**src/rtl/hazard_ctrl_pkg.sv**
```systemverilog
// Shared types and default latencies for the pipeline hazard controller.
package common;
    typedef enum logic {
        IDLE = 1'b0,
        BUSY = 1'b1
    } md_state_t;

    localparam int MUL_CYCLES_DEF = 2;
    localparam int DIV_CYCLES_DEF = 33;

    function automatic int max_int(input int a, input int b);
        return (a > b) ? a : b;
    endfunction
endpackage

```
**src/rtl/hazard_ctrl_sat_counter.sv**
```systemverilog
// Saturating up-counter with synchronous clear; clear beats increment.
module sat_counter #(
    parameter int W = 32
) (
    input  logic         clk,
    input  logic         rst_n,
    input  logic         clr,
    input  logic         inc,
    output logic [W-1:0] count
);
    logic [W-1:0] count_q;

    always_ff @(posedge clk or negedge rst_n) begin
        if (!rst_n)
            count_q <= '0;
        else if (clr)
            count_q <= '0;
        else if (inc && (count_q != '1))
            count_q <= count_q + W'(1);
    end

    assign count = count_q;
endmodule

```
**src/rtl/hazard_ctrl.sv**
```systemverilog
// Decode-side hazard controller: load-use bubbles, MUL/DIV issue hold with a
// latency FSM, wrong-path flush on taken transfers, and stall/flush perf counters.
module hazard_ctrl
    import common::*;
#(
    parameter int MUL_CYCLES = MUL_CYCLES_DEF,
    parameter int DIV_CYCLES = DIV_CYCLES_DEF,
    parameter int CNT_W      = 32
) (
    input  logic             clk,
    input  logic             rst_n,
    input  logic [4:0]       id_rf_p0_addr,
    input  logic [4:0]       id_rf_p1_addr,
    input  logic             id_rf_re0,
    input  logic             id_rf_re1,
    input  logic [4:0]       ex_rf_dst_addr,
    input  logic             ex_rf_we,
    input  logic             ex_dm_re,
    input  logic             ex_mul_div,
    input  logic             ex_div,
    input  logic             ex_take,
    input  logic             perf_clr,
    output logic             pc_hold,
    output logic             if_id_hold,
    output logic             if_id_flush,
    output logic             id_ex_stall,
    output logic             md_busy,
    output logic             md_done,
    output logic [CNT_W-1:0] stall_cnt,
    output logic [CNT_W-1:0] flush_cnt
);
    localparam int MAX_LAT = max_int(MUL_CYCLES, DIV_CYCLES);
    localparam int CW      = max_int($clog2(MAX_LAT + 1), 6);

    md_state_t     state_q;
    logic [CW-1:0] md_cnt_q;
    logic [CW-1:0] lat;
    logic          lu;
    logic          mds;
    logic          hold;

    assign lat = ex_div ? CW'(DIV_CYCLES) : CW'(MUL_CYCLES);

    assign lu = ex_dm_re && ex_rf_we && (ex_rf_dst_addr != 5'd0) &&
                ((id_rf_re0 && (id_rf_p0_addr == ex_rf_dst_addr)) ||
                 (id_rf_re1 && (id_rf_p1_addr == ex_rf_dst_addr)));

    // Single-cycle ops (LAT==1) complete in EX without touching the FSM.
    assign mds = (state_q == IDLE) && ex_mul_div && (lat > CW'(1));

    always_comb begin
        hold        = 1'b0;
        if_id_flush = 1'b0;
        id_ex_stall = 1'b0;
        md_busy     = 1'b0;
        md_done     = 1'b0;
        case (state_q)
            IDLE: begin
                if (ex_take) begin
                    if_id_flush = 1'b1;
                    id_ex_stall = 1'b1;
                end else if (mds || lu) begin
                    hold        = 1'b1;
                    id_ex_stall = 1'b1;
                end
            end
            BUSY: begin
                // EX holds bubbles while busy, so ex_* fields are don't-care here.
                md_busy = 1'b1;
                if (md_cnt_q > CW'(1)) begin
                    hold        = 1'b1;
                    id_ex_stall = 1'b1;
                end else begin
                    md_done = 1'b1;
                end
            end
            default: ;
        endcase
    end

    assign pc_hold    = hold;
    assign if_id_hold = hold;

    always_ff @(posedge clk or negedge rst_n) begin
        if (!rst_n) begin
            state_q  <= IDLE;
            md_cnt_q <= '0;
        end else begin
            case (state_q)
                IDLE: begin
                    if (!ex_take && mds) begin
                        state_q  <= BUSY;
                        md_cnt_q <= lat - CW'(1);
                    end
                end
                BUSY: begin
                    if (md_cnt_q > CW'(1)) begin
                        md_cnt_q <= md_cnt_q - CW'(1);
                    end else begin
                        state_q  <= IDLE;
                        md_cnt_q <= '0;
                    end
                end
                default: state_q <= IDLE;
            endcase
        end
    end

    sat_counter #(.W(CNT_W)) u_stall_cnt (
        .clk   (clk),
        .rst_n (rst_n),
        .clr   (perf_clr),
        .inc   (pc_hold),
        .count (stall_cnt)
    );

    sat_counter #(.W(CNT_W)) u_flush_cnt (
        .clk   (clk),
        .rst_n (rst_n),
        .clr   (perf_clr),
        .inc   (if_id_flush),
        .count (flush_cnt)
    );
endmodule

```
**config.mk**
```make
export PLATFORM = sky130hd
export DESIGN_NAME = hazard_ctrl
export DESIGN_NICKNAME = d
export VERILOG_FILES = /design/src/rtl/hazard_ctrl_pkg.sv /design/src/rtl/hazard_ctrl_sat_counter.sv /design/src/rtl/hazard_ctrl.sv
export SDC_FILE = /design/constraint.sdc
export NUM_CORES = 1
export LEC_CHECK = 0
export CAP_MARGIN = 20
export CORE_AREA = 8 8 96 98
export CTS_CLUSTER_DIAMETER = 60
export DETAILED_ROUTE_END_ITERATION = 8
export DIE_AREA = 0 0 104 106
export MAX_ROUTING_LAYER = met4
export PLACE_DENSITY = 0.95
export SYNTH_ARGS = -nofsm -noshare
export SYNTH_HDL_FRONTEND = slang
export SYNTH_SLANG_ARGS = --single-unit
```
**constraint.sdc**
```tcl
create_clock -name clk -period 6.7 [get_ports clk]
set_clock_uncertainty 0.05 [all_clocks]
set_input_delay 1.34 -clock clk [delete_from_list [all_inputs] [get_ports clk]]
set_output_delay 1.34 -clock clk [all_outputs]
set_load 0.02 [all_outputs]
```
# Word-level counts from Yosys, hierarchy flattened
# Index checks and enable logic that the tools add are counted.
# word_totals
register_bits,71
inputBits,25
word_cells,53
# classes
n_eq_ne,5
muxes,21
addsub,4
magnitude_cmp,2
reduce_logical,16
bitwise,1
# ops
operator,n
$mux 32,4
$add 32x1->32 const B,2
$ne 32x32->1 const B,2
$mux 6,3
$gt 6x1->1 const B,2
$pmux 6 s2,1
$sub 6x1->6 const B,2
$eq 5x5->1,2
$logic_and 1x1->1,10
$mux 1,10
$pmux 1 s2,3
$reduce_bool 5->1,1
$reduce_bool 2->1,2
$logic_or 1x1->1,2
$ne 2x1->1 const B,1
$logic_not 1->1,1
$not 1->1,1

# Logic depth before layout (Yosys ltp)
# depth
word_depth,11
depth_mapped,9

# Cells and area by module
# A second synthesis with hierarchy kept.
# hier_totals
cells_unflattened,463
hier_area_um2,4302.9
# by_module_without_submodules
module,cells_per_inst,instances,seq_area_each_um2,area_per_inst_um2
sat_counter,198,2,800.8,1854.3
hazard_ctrl,67,1,175.2,594.3

# Least setup slack after synthesis
# OpenSTA, ideal clock, no wires.
# synth_path
kind,input -> output
from,input ex_rf_dst_addr[0]
to,output pc_hold
n_path_buf,2
path_stages,7
t_arrival_ps,2745
setup_slack_ps,2565
cell_sequence,or3_1 o311a_1 o2bb2ai_2 o21ai_2 buf_2 inv_1 buf_4
# synth_via
elab_chain_cells,8
# synth_rtl
item,line,rtl
"start, declared",hazard_ctrl.sv:16,"input logic [4:0] ex_rf_dst_addr,"
"$eq 5x5->1, on equally long branches","hazard_ctrl.sv:45, hazard_ctrl.sv:46",
"$logic_and 1x1->1, on equally long branches","hazard_ctrl.sv:45, hazard_ctrl.sv:46",
$logic_or 1x1->1,hazard_ctrl.sv:45,((id_rf_re0 && (id_rf_p0_addr == ex_rf_dst_addr)) ||
$logic_and 1x1->1 (*),hazard_ctrl.sv:44,assign lu = ex_dm_re && ex_rf_we && (ex_rf_dst_addr != 5'd0) &&
$logic_or 1x1->1 (*),hazard_ctrl.sv:62,end else if (mds || lu) begin
$mux 1 (*),hazard_ctrl.sv:62,
$mux 1 (*),hazard_ctrl.sv:59,if (ex_take) begin
$pmux 1 s2 (*),hazard_ctrl.sv:57,case (state_q)
"end, declared",hazard_ctrl.sv:23,"output logic pc_hold,"
# Mark *: on every way between the ends. The rest lies on a longest branch, timed or not.

# Final worst setup path
# layout_path
from,input ex_rf_dst_addr[0]
to,output if_id_hold
# layout_via
elab_chain_cells,8
# layout_rtl
item,line,rtl
"$eq 5x5->1, on equally long branches","hazard_ctrl.sv:45, hazard_ctrl.sv:46",
"$logic_and 1x1->1, on equally long branches","hazard_ctrl.sv:45, hazard_ctrl.sv:46",
$logic_or 1x1->1,hazard_ctrl.sv:45,
$logic_and 1x1->1 (*),hazard_ctrl.sv:44,
$logic_or 1x1->1 (*),hazard_ctrl.sv:62,
$mux 1 (*),hazard_ctrl.sv:62,
$mux 1 (*),hazard_ctrl.sv:59,
$pmux 1 s2 (*),hazard_ctrl.sv:57,
"end, declared",hazard_ctrl.sv:24,"output logic if_id_hold,"
# Marked as above.

==> impl_metrics.ini <==
[outcome]
status = finished, final reports clean

[logic_synthesis]
yosysUniqueCellTypes = 55
synth_edf_count = 0
synth-xor-area-share = 0.0738
synthCells = 452
async_flop_share = 1.00
synth_top_family_by_area = simple AND/OR/NAND/NOR gates
synth_seq_cells = 71
ys_warn_count = 0
synth.net_count = 481
synth_area_sq_um = 4150
synth-compound-area-share = 0.144
synthMuxAreaShare = 0.0133
postSynthAreaPerCell_sq_um = 9.19
synth_fa_ha_area_frac = 0.0121
synthFlopType = dfrtp_1
synth_seq_area_share = 0.428
synthSimpleGateAreaFrac = 0.289

[route]
drtIter0Drc = 162
wl_per_cell_um = 17.3
drt-pass1-iter-count = 5
routed_wl_um = 11200
antenna_left = 0
vias = 3966
via_per_inst = 6.10
drc = 0

[clocking]
clk_pin_slew_ns = 0.08
clock-sinks = 71
cts-resized-gates = 0
cts_buffer_depth = 2
post-cts-setup-buffers = 0
cts-root-buf = clkbuf_8
h-tree-depth = 3
clock_latency_ns = 0.35
cts_hold_buffers = 0
cts_buffers = 9
tritoncts = done

[timing]
rsz0062_at_grt = no
slew_violations = 0
min_period_ns = 5.30
whs_ns = 0.489
max_freq_ghz = 0.189
setup_viol = 0
hold_viol_final = 0
worstMarginPinSlew_ns = 0.902
finalSetupTns_ns = 0
slew_headroom = 0.399
timing.final.crit_share = 0.791

[power_and_ir_drop]
p_per_area_nw_per_um2 = 235
ir_drop_uv = 140
p_leak_nw = 2.06

[run]
drv_cap = 0

[die]
row_count = 33
io_pins = 95
die_area_sq_um = 11000
coreArea_sq_um = 7850
die_y_um = 106
start_util = 0.529
chipWidth_um = 104

[layout]
layout_common_cells = clkdlybuf4s50_1, dfrtp_1, nor2_1
final_common_cell = clkdlybuf4s50_1
num_antenna_cells = 0
fin_nets = 569
drive_above_1_share = 0.0697
fin_area_sq_um = 5350
syn_to_final_growth_pct = 28.9
instances_no_fill = 650

[critical_path]
endpoint_kind = primary output
cp_data_arrival_time_ns = 3.91
cp.required_ns = 5.31
r2r-start = state_q$_DFF_PN0_
worstRegToRegCells = 6
crit_top_cell = clkdlybuf4s50_1
r2r-end = u_flush_cnt.count[12]$_DFFE_PN0P_
rrSetupSlack_ns = 4.12
crit_chain = clkdlybuf4s50_1 > or3_1 > o311a_1 > o2bb2ai_2 > o21ai_2 > buf_4 > inv_1 > clkdlybuf4s50_1
path_buf_inv = 4
critPathMaxStageDelay_ns = 0.58
cp_top_family = buffers and inverters
crit_fanout = 51
start_kind = input port
setup.worst_path.class = in -> out
critPathSlowestCell = clkdlybuf4s50_1

[placed_design]
place_congestion = 0.859
portBuffers = 94
place_area_sq_um = 5130
dpl.hpwl_um = 7880
dp_cells = 634

[global_routing]
grt_max_degree = 72
grt_pass1_wl_um = 18800
globalRouteOverflowTotal = 0
grt_pass1_vias = 3980
track_usage = 0.208
antenna_found_initial = 0

[min_path]
min_delay_path_depth = 2
hold_class = reg -> reg
holdCritStartpoint = md_cnt_q[5]$_DFFE_PN0P_
min_to = md_cnt_q[5]$_DFFE_PN0P_
## report_power, final
| group | internal [W] | total (W) | switching (W) |
|---|---|---|---|
| Clock | 0.000212 | 0.000389 | 0.000177 |
| Sequential | 0.000456 | 0.000498 | 0.0000419 |
| Combinational | 0.000137 | 0.000372 | 0.000235 |
## cell type report
| class | count | area, sq um |
|---|---|---|
| Multi-Input combinational cell | 349 | 2220 |
| Clock inverter | 6 | 92.6 |
| Tap cell | 105 | 131 |
| Sequential cell | 71 | 1780 |
| Fill cell | 602 | 2490 |
| Clock buffer | 10 | 128 |
| Timing Repair Buffer | 99 | 968 |
| Inverter | 10 | 37.5 |
## synth_stat cells, types with 2 or more instances
library cell	count	area, sq um
dfrtp_1	71	1780
nor2_1	47	176
a21oi_1	36	180
nand2_1	30	113
nand3_1	27	135
nand4_1	22	138
o31ai_1	21	158
or4_1	21	158
xnor2_1	18	158
o21ai_0	17	85.1
xor2_1	17	149
and3_1	10	62.6
inv_1	10	37.5
clkbuf_1	9	33.8
or3_1	9	56.3
and2_1	6	37.5
and4_1	5	43.8
nand2b_1	5	31.3
nor2b_1	5	31.3
nor3_1	5	25.0
buf_2	4	20.0
buf_4	4	30.0
ha_1	4	50.1
mux2_2	4	45.0
nor4_1	4	25.0
o41ai_1	4	35.0
or4b_1	4	40.0
buf_6	3	33.8
o22ai_1	3	18.8
o211a_1	2	20.0
## per-layer routing
metal	routed length, um	GRT usage
met1	4660	0.232
met2	5720	0.360
met3	620	0.0454
met4	242	0.0807
met5	0	-
## state kept, by name, indices dropped and copies added (netlist names)
| signal | flops |
|---|---|
| u_flush_cnt.count | 32 |
| state_q | 1 |
| u_stall_cnt.count | 32 |
| md_cnt_q | 6 |
## kinds of logic after synthesis
| group | after synthesis |
|---|---|
| fa+ha+maj | 4 |
| mux | 5 |
| flops | 71 |
| compound gates | 93 |
| simple gates | 212 |
| xor+xnor | 35 |
| buf+inv | 32 |
## worst min-delay path: cells and delay by family, from the launching register on
family | cells | cell delay (ns)
DFF | 1 | 0.39
and+or+nand+nor | 1 | 0.06
AOI/OAI and AO/OA | 1 | 0.06
## worst max-delay path by stage
stage,from,end,slack (ns),depth (start not counted)
5_1_grt,ex_rf_dst_addr[0],if_id_hold,1.29,8
4_1_cts,ex_rf_dst_addr[0],if_id_hold,1.41,8
2_1_floorplan,ex_rf_dst_addr[0],pc_hold,2.57,7
3_5_place_dp,ex_rf_dst_addr[0],if_id_hold,1.41,8
3_3_place_gp,ex_rf_dst_addr[0],if_id_hold,1.50,8
6_report,ex_rf_dst_addr[0],if_id_hold,1.40,8
## metrics by stage
step | power, W | utilization | setup WS [ns]
2_1_floorplan | 0.000757 | - | 2.57
3_3_place_gp | 0.000854 | 0.654 | 1.50
3_5_place_dp | 0.000872 | 0.654 | 1.41
4_1_cts | 0.00126 | 0.682 | 1.41
5_1_grt | 0.00132 | 0.682 | 1.29
6_report | 0.00126 | 0.682 | 1.40
Power figures use the tool's default switching activity.
